[src/rtl/tea_pkg.sv]
// Shared TEA constants, state encoding and the round function used by the decryptor.
package tea_pkg;

  localparam int unsigned BlockW = 64;
  localparam int unsigned KeyW   = 128;

  localparam logic [31:0] TEA_DELTA          = 32'h9E3779B9;
  localparam int unsigned TEA_ROUNDS_DEFAULT = 32;

  typedef enum logic [1:0] {
    StIdle,
    StRun,
    StDone
  } tea_state_e;

  // Starting sum for decryption: DELTA*rounds truncated to 32 bits.
  function automatic logic [31:0] tea_sum_init(input int unsigned rounds,
                                               input logic [31:0] delta = TEA_DELTA);
    return delta * rounds;
  endfunction

  function automatic logic [31:0] tea_f(input logic [31:0] x, input logic [31:0] kl,
                                        input logic [31:0] kr, input logic [31:0] s);
    return ((x << 4) + kl) ^ (x + s) ^ ((x >> 5) + kr);
  endfunction

endpackage

[src/rtl/tea_dec_round.sv]
// One full TEA decryption round: V1 half-round (k2/k3) followed by V0 half-round (k0/k1).
module tea_dec_round
  import tea_pkg::*;
(
  input  logic [31:0]     v0,
  input  logic [31:0]     v1,
  input  logic [KeyW-1:0] key,
  input  logic [31:0]     sum,
  output logic [31:0]     v0n,
  output logic [31:0]     v1n
);

  logic [31:0] half1_v1;
  logic [31:0] half2_v0;

  assign half1_v1 = v1 - tea_f(v0, key[95:64], key[127:96], sum);
  // Second half consumes the freshly updated V1 within the same cycle.
  assign half2_v0 = v0 - tea_f(half1_v1, key[31:0], key[63:32], sum);

  assign v1n = half1_v1;
  assign v0n = half2_v0;

endmodule

[src/rtl/tea_decryptor_core.sv]
// Iterative TEA block decryptor, one full round per clock, valid/ready on both sides.
module tea_decryptor_core
  import tea_pkg::*;
#(
  parameter int unsigned ROUNDS = TEA_ROUNDS_DEFAULT,
  parameter logic [31:0] DELTA  = TEA_DELTA
) (
  input  logic              clk,
  input  logic              rst,
  input  logic              in_valid,
  output logic              in_ready,
  input  logic [KeyW-1:0]   in_key,
  input  logic [BlockW-1:0] in_block,
  output logic              out_valid,
  input  logic              out_ready,
  output logic [BlockW-1:0] out_block,
  output logic              busy
);

  localparam int unsigned     CntW    = (ROUNDS > 1) ? $clog2(ROUNDS) : 1;
  localparam logic [CntW-1:0] CntInit = CntW'(ROUNDS - 1);
  localparam logic [31:0]     SumInit = tea_sum_init(ROUNDS, DELTA);

  tea_state_e        state_q, state_d;
  logic [31:0]       v0_q, v0_d, v1_q, v1_d, sum_q, sum_d;
  logic [KeyW-1:0]   key_q, key_d;
  logic [CntW-1:0]   cnt_q, cnt_d;
  logic [BlockW-1:0] out_block_q, out_block_d;
  logic [31:0]       v0n, v1n;

  tea_dec_round u_round (
    .v0  (v0_q),
    .v1  (v1_q),
    .key (key_q),
    .sum (sum_q),
    .v0n (v0n),
    .v1n (v1n)
  );

  always_comb begin
    state_d     = state_q;
    v0_d        = v0_q;
    v1_d        = v1_q;
    sum_d       = sum_q;
    key_d       = key_q;
    cnt_d       = cnt_q;
    out_block_d = out_block_q;
    unique case (state_q)
      StIdle: begin
        if (in_valid) begin
          key_d   = in_key;
          v0_d    = in_block[31:0];
          v1_d    = in_block[63:32];
          sum_d   = SumInit;
          cnt_d   = CntInit;
          state_d = StRun;
        end
      end
      StRun: begin
        v0_d  = v0n;
        v1_d  = v1n;
        sum_d = sum_q - DELTA;
        cnt_d = cnt_q - 1'b1;
        if (cnt_q == '0) begin
          out_block_d = {v1n, v0n};
          state_d     = StDone;
        end
      end
      StDone: begin
        if (out_ready) state_d = StIdle;
      end
      default: state_d = StIdle;
    endcase
  end

  always_ff @(posedge clk or posedge rst) begin
    if (rst) begin
      state_q     <= StIdle;
      v0_q        <= '0;
      v1_q        <= '0;
      sum_q       <= '0;
      key_q       <= '0;
      cnt_q       <= '0;
      out_block_q <= '0;
    end else begin
      state_q     <= state_d;
      v0_q        <= v0_d;
      v1_q        <= v1_d;
      sum_q       <= sum_d;
      key_q       <= key_d;
      cnt_q       <= cnt_d;
      out_block_q <= out_block_d;
    end
  end

  assign in_ready  = (state_q == StIdle);
  assign busy      = (state_q == StRun);
  assign out_valid = (state_q == StDone);
  assign out_block = out_block_q;

endmodule

[config.mk]
export PLATFORM = sky130hd
export DESIGN_NAME = tea_decryptor_core
export DESIGN_NICKNAME = d
export VERILOG_FILES = /design/src/rtl/tea_pkg.sv /design/src/rtl/tea_dec_round.sv /design/src/rtl/tea_decryptor_core.sv
export SDC_FILE = /design/constraint.sdc
export NUM_CORES = 1
export LEC_CHECK = 0
export CORE_MARGIN = 1
export CORE_UTILIZATION = 55
export CTS_CLUSTER_DIAMETER = 200
export DETAILED_ROUTE_END_ITERATION = 10
export PLACE_DENSITY = 0.78
export SYNTH_ARGS = -nofsm -noshare
export SYNTH_HDL_FRONTEND = slang
export SYNTH_HIERARCHICAL = 1
export SYNTH_SLANG_ARGS = --single-unit
[constraint.sdc]
create_clock -name clk -period 13 [get_ports clk]
set_input_delay 1.3 -clock clk [delete_from_list [all_inputs] [get_ports clk]]
set_output_delay 1.3 -clock clk [all_outputs]
set_load 0.03 [all_outputs]
==> results of run 1 <==
[Yosys cell counts, types with 28 or more instances]
cell        n
a21o_1    129
a21oi_1   188
a22oi_1    65
clkbuf_1   54
dfrtp_1   295
ha_1      244
inv_1      63
mux2_2     64
nand2_1   614
nand2b_1   28
nand3_1    40
nor2_1    121
o21a_1     29
o21ai_0    97
o21bai_1   30
xnor2_1   279
xor2_1     62
[area by class of cell]
class	instances	area, µm²
inverters	63	244
flip-flops and latches	295	7380
clock inverters	21	273
fillers	3450	14100
clock buffers	41	961
repair buffers	274	2740
multi-input cells	2303	15900
well taps	539	674
[registers in the layout (all words and copies together), names as in the netlist]
name,cells
v0_q,32
v1_q,32
key_q,128
out_block,64
cnt_q,5
state_q,2
sum_q,32
[final timing paths]
kind | slack, ns | endpoint | cells after the start | start
max | 2.50 | v0_q[29]$_DFFE_PP0P_ | 39 | v0_q[5]$_DFFE_PP0P_
min | 0.48 | key_q[35]$_DFFE_PP0P_ | 2 | key_q[35]$_DFFE_PP0P_
max reg2reg | 2.50 | v0_q[29]$_DFFE_PP0P_ | 39 | v0_q[5]$_DFFE_PP0P_
min reg2reg | 0.48 | key_q[35]$_DFFE_PP0P_ | 2 | key_q[35]$_DFFE_PP0P_
max in group asynchronous | 10.12 | key_q[65]$_DFFE_PP0P_ | 3 | rst
min in group asynchronous | 1.32 | out_block[37]$_DFFE_PP0P_ | 2 | rst
[stage by stage]
step	hold slack, ns	worst slack, ns	util [%]
floorplan	0.446	3.55	-
global placement	0.464	3.09	63.7
detailed placement	0.470	2.82	63.7
CTS	0.484	2.79	66.6
global route	0.498	2.02	66.6
finish	0.481	2.50	66.6
[cell families (layout without fill, tap and decap cells)]
family	Yosys count	after routing	synth area share [%]
and+or+nand+nor	934	934	16.9
AOI/OAI and AO/OA	682	682	19.0
xor gates and xnor gates	350	350	13.4
DFF	295	295	31.1
adders and majority gates	252	252	13.5
buffers and inverters	131	399	2.13
muxes	85	85	3.92
[worst reg2reg max path: cells and delay by family (launching register included)]
| family | cells | cell delay [ns] |
|---|---|---|
| DFF | 1 | 0.45 |
| adders and majority gates | 5 | 1.84 |
| AOI/OAI and AO/OA | 25 | 5.63 |
| xor gates and xnor gates | 4 | 1.41 |
| and+or+nand+nor | 5 | 1.10 |
[per-layer routing]
metal,global-route usage (%),up-vias
li1,-,10100
met1,48.8,10500
met2,52.3,1052
met3,4.55,157
met4,9.99,0
met5,0,-
==> impl_results.md, run 1 <==
- Status: complete, no violations
- Final std cell area, no fill: 0.0281 mm²
- Ys Warns: 6
- Final ANT Viol Nets: 0
- Commonest non-fill, non-tap cell in the layout: nand2_1
- WL met3: 6250 µm
- TritonCTS clock tree: built
- Largest stage delay, worst path: 0.83 ns
- Max clock buf depth: 3
- Final period util: 80.8%
- Most frequent cells in the layout: 612 x nand2_1, 295 x dfrtp_1, 279 x xnor2_1
- Initial antenna violation count: 0
- Slew Viols, Final: 0
- CORE AREA: 0.0422 mm²
- Startpoint Class: register
- Vias per Instance: 6.16
- Cell mode on critical path: a21oi_1
- WP data arrival: 11.00 ns
- HPWL after DPL: 55500 µm
- Cell count after placement: 3474
- Gpl congestion: 0.965
- Setup violations, final: 0
- Sequential area share after synthesis: 31.1%
- Period minus WS final: 10.50 ns
- Post-route insts no fill: 3536
- Routed wl met2: 32900 µm
- Synth unique cells: 82
- Peak fanout along the critical path: 7
- Die Ht: 210 µm
- Total Neg Setup Slack: 0 ns
- Setup CP Type: register to register
- Dominant synthesized flop cell: dfrtp_1
- Root buffer cell: clkbuf_16
- Skew-Pair Late Insertion Delay: 0.57 ns
- Total GRT Usage: 33.7%
- Area leader, netlist: dfrtp_1
- M1 WL: 33500 µm
- Vias in the first global route: 21200
- Die X-Extent: 210 µm
- CP endpoint kind: register
- Post-synthesis area per instance: 8.69 µm²
- IO buf count: 262
- Async SR Flop Fraction: 100%
- First-pass DRT Iterations: 8
- Ant diodes: 0
- Synth-to-Final Area Change: 18.6%
- Routed WL: 74600 µm
- Starting Density: 56.2%
- Unrepaired setup endpoints after global routing: false
- CTS Sinks: 295
- Max Used Layer: met4
- CTS Buf Count: 35
- Cell count after synthesis: 2729
- Fin. Hold Viols: 0
- Layout cells sized above 1: 5.67%
- Critical Path RT: 13.50 ns
- Syn nets: 3177
- Via Count: 21800
- Cell with the largest stage delay on the worst path: a2111oi_0
- Max-Cap Viols: 0
- Ports: 263
- Worst hold path type: register to register
- WL/cell: 21.1 µm
- Placed cell area: 0.0269 mm²
- Synth Register Bits: 295
- H-tree levels: 2
- Wire length of the first global-routing pass: 116000 µm
- Fmax: 95.2 MHz
- Clock Skew: 0.0156 ns
- Post-cts gate resize count: 0
- Max-slew headroom: 20.4%
- GR Overflow Total: 0
- Setup repair bufs after CTS: 0
- Number of synthesized flops with an enable pin: 0
- Worst Tran Pin Value: 1.19 ns
- DRT iter0 DRCs: 2191
- Post-synth top area share: 31.1%
- Hold-fix buffers, CTS: 0
- Cell row count: 75
- Die area: 0.0440 mm²
- Largest net degree at the start of global routing: 216
- Delay-heaviest family, CP: compound AO/OA/AOI/OAI gates
- Post-Synthesis Cell Area: 0.0237 mm²
- Dominant cells by area after synthesis: dfrtp_1 31%, ha_1 13%, xnor2_1 10%
- Buf/Inv on CP: 0
- Clock slew at reported path FFs: 0.06 ns
- DRC: 0
- Nets@finish: 3420
Power of run 1 is left out: the tool's default activity adds up to more than one toggle a clock period on the data nets, which glitch-free logic cannot reach.
==> run 2: changes to the inputs <==
==> constraint.sdc (replaced) <==
create_clock -name clk -period 10.77 [get_ports clk]
set_input_delay 1.077 -clock clk [delete_from_list [all_inputs] [get_ports clk]]
set_output_delay 1.077 -clock clk [all_outputs]
set_load 0.03 [all_outputs]
==> impl_results.md, run 2 (synthesized netlist as in run 1, its figures left out) <==
- HPWL after DPL: 56200 µm
- Final period util: 95.3%
- Largest stage delay, worst path: 0.65 ns
- IO buf count: 262
- Wire length of the first global-routing pass: 117000 µm
- Ant diodes: 0
- Max-slew headroom: 23.5%
- FF-to-FF Start: v0_q[5]$_DFFE_PP0P_
- CTS Sinks: 295
- Startpoint Class: register
- Unrepaired setup endpoints after global routing: false
- Largest reg by FF count: key_q
- Final ANT Viol Nets: 0
- Root buffer cell: clkbuf_16
- First-pass DRT Iterations: 6
- Critical Path RT: 11.26 ns
- Synth-to-Final Area Change: 18.6%
- Path depth of the worst reg2reg path: 40
- Max reg flops: 128
- Commonest non-fill, non-tap cell in the layout: nand2_1
- Routed WL: 74500 µm
- Worst hold path type: register to register
- Hold-fix buffers, CTS: 0
- Clock slew at reported path FFs: 0.06 ns
- Vias per Instance: 6.10
- WL/cell: 21.0 µm
- Slew Viols, Final: 0
- WP data arrival: 10.75 ns
- Post-cts gate resize count: 0
- WHS: 0.477 ns
- Peak fanout along the critical path: 6
- CTS Buf Count: 36
- Max-Cap Viols: 0
- H-tree levels: 2
- Layout cells sized above 1: 5.76%
- Clock Skew: 0.0214 ns
- Ports: 263
- Max clock buf depth: 3
- Reg2Reg Capture Point: v0_q[29]$_DFFE_PP0P_
- Die X-Extent: 210 µm
- Skew-Pair Late Insertion Delay: 0.56 ns
- Cell row count: 75
- Most frequent cells in the layout: 612 x nand2_1, 295 x dfrtp_1, 279 x xnor2_1
- Setup CP Type: register to register
- Fin. Hold Viols: 0
- Cell mode on critical path: a21oi_1
- Initial antenna violation count: 0
- CORE AREA: 0.0422 mm²
- Cell with the largest stage delay on the worst path: a2111oi_1
- Die area: 0.0440 mm²
- Fillers: 3467
- Fmax: 97.4 MHz
- Total GRT Usage: 33.9%
- Nets@finish: 3428
- Period minus WS final: 10.27 ns
- Hold Path End: key_q[29]$_DFFE_PP0P_
- Gpl congestion: 0.984
- Hold_sp: key_q[29]$_DFFE_PP0P_
- GR Overflow Total: 0
- Setup violations, final: 0
- Total Neg Setup Slack: 0 ns
- TritonCTS clock tree: built
- Largest net degree at the start of global routing: 126
- CP endpoint kind: register
- Starting Density: 56.2%
- Status: complete, no violations
- Worst Tran Pin Value: 1.15 ns
- Min-Delay Path Depth: 2
- Setup repair bufs after CTS: 0
- Die Ht: 210 µm
- Vias in the first global route: 21200
- DRC: 0
- Reg-to-reg slack, setup: 0.50 ns
- Via Count: 21600
- DRT iter0 DRCs: 1942
## run 2: through the flow
stage	cell area (µm²)	cells	util [%]	setup WS [ns]
2_1_floorplan	23700	2729	-	1.55
3_3_place_gp	26900	3481	63.8	0.984
3_5_place_dp	26900	3481	63.8	0.625
4_1_cts	28100	3543	66.6	0.590
5_1_grt	28100	3543	66.6	0.0790
6_report	28100	3543	66.6	0.502
## run 2: critical path, delay by kind of cell, from the launching register on
family	cells	cell delay, ns
and+or+nand+nor	7	1.51
xor gates and xnor gates	4	0.93
AOI/OAI and AO/OA	24	5.36
DFF	1	0.46
adders and majority gates	5	1.91
## run 2: layout make-up
class / count / area, µm² / share of cell area, %
Clock buffer: 50 / 1040 / 3.71
Sequential cell: 295 / 7380 / 26.2
Clock inverter: 12 / 148 / 0.525
Tap cell: 539 / 674 / 2.40
Multi-Input combinational cell: 2303 / 15900 / 56.4
Inverter: 63 / 244 / 0.867
Timing Repair Buffer: 281 / 2780 / 9.87
## run 2: worst max path at each step
| stage | from | end | slack, ns |
|---|---|---|---|
| global placement | v0_q[5]$_DFFE_PP0P_ | v0_q[29]$_DFFE_PP0P_ | 0.98 |
| global route | v0_q[5]$_DFFE_PP0P_ | out_block[31]$_DFFE_PP0P_ | 0.08 |
| detailed placement | v0_q[5]$_DFFE_PP0P_ | v0_q[29]$_DFFE_PP0P_ | 0.62 |
| finish | v0_q[5]$_DFFE_PP0P_ | v0_q[29]$_DFFE_PP0P_ | 0.50 |
| CTS | v0_q[5]$_DFFE_PP0P_ | v0_q[29]$_DFFE_PP0P_ | 0.59 |
| floorplan | rst | cnt_q[0]$_DFFE_PP0P_ | 1.55 |
## run 2: layer usage
metal  part of all wire [%]  up-vias  wire length (µm)  global-route usage, %
met5                      0        -                 0                      0
met4                    2.6        0              1920                   9.64
met3                    8.2      137              6100                   4.41
met2                     44      954             32700                   52.8
met1                     45    10400             33800                   49.3
li1                       -    10100                 -                      -
Power of run 2 is left out for the same reason.
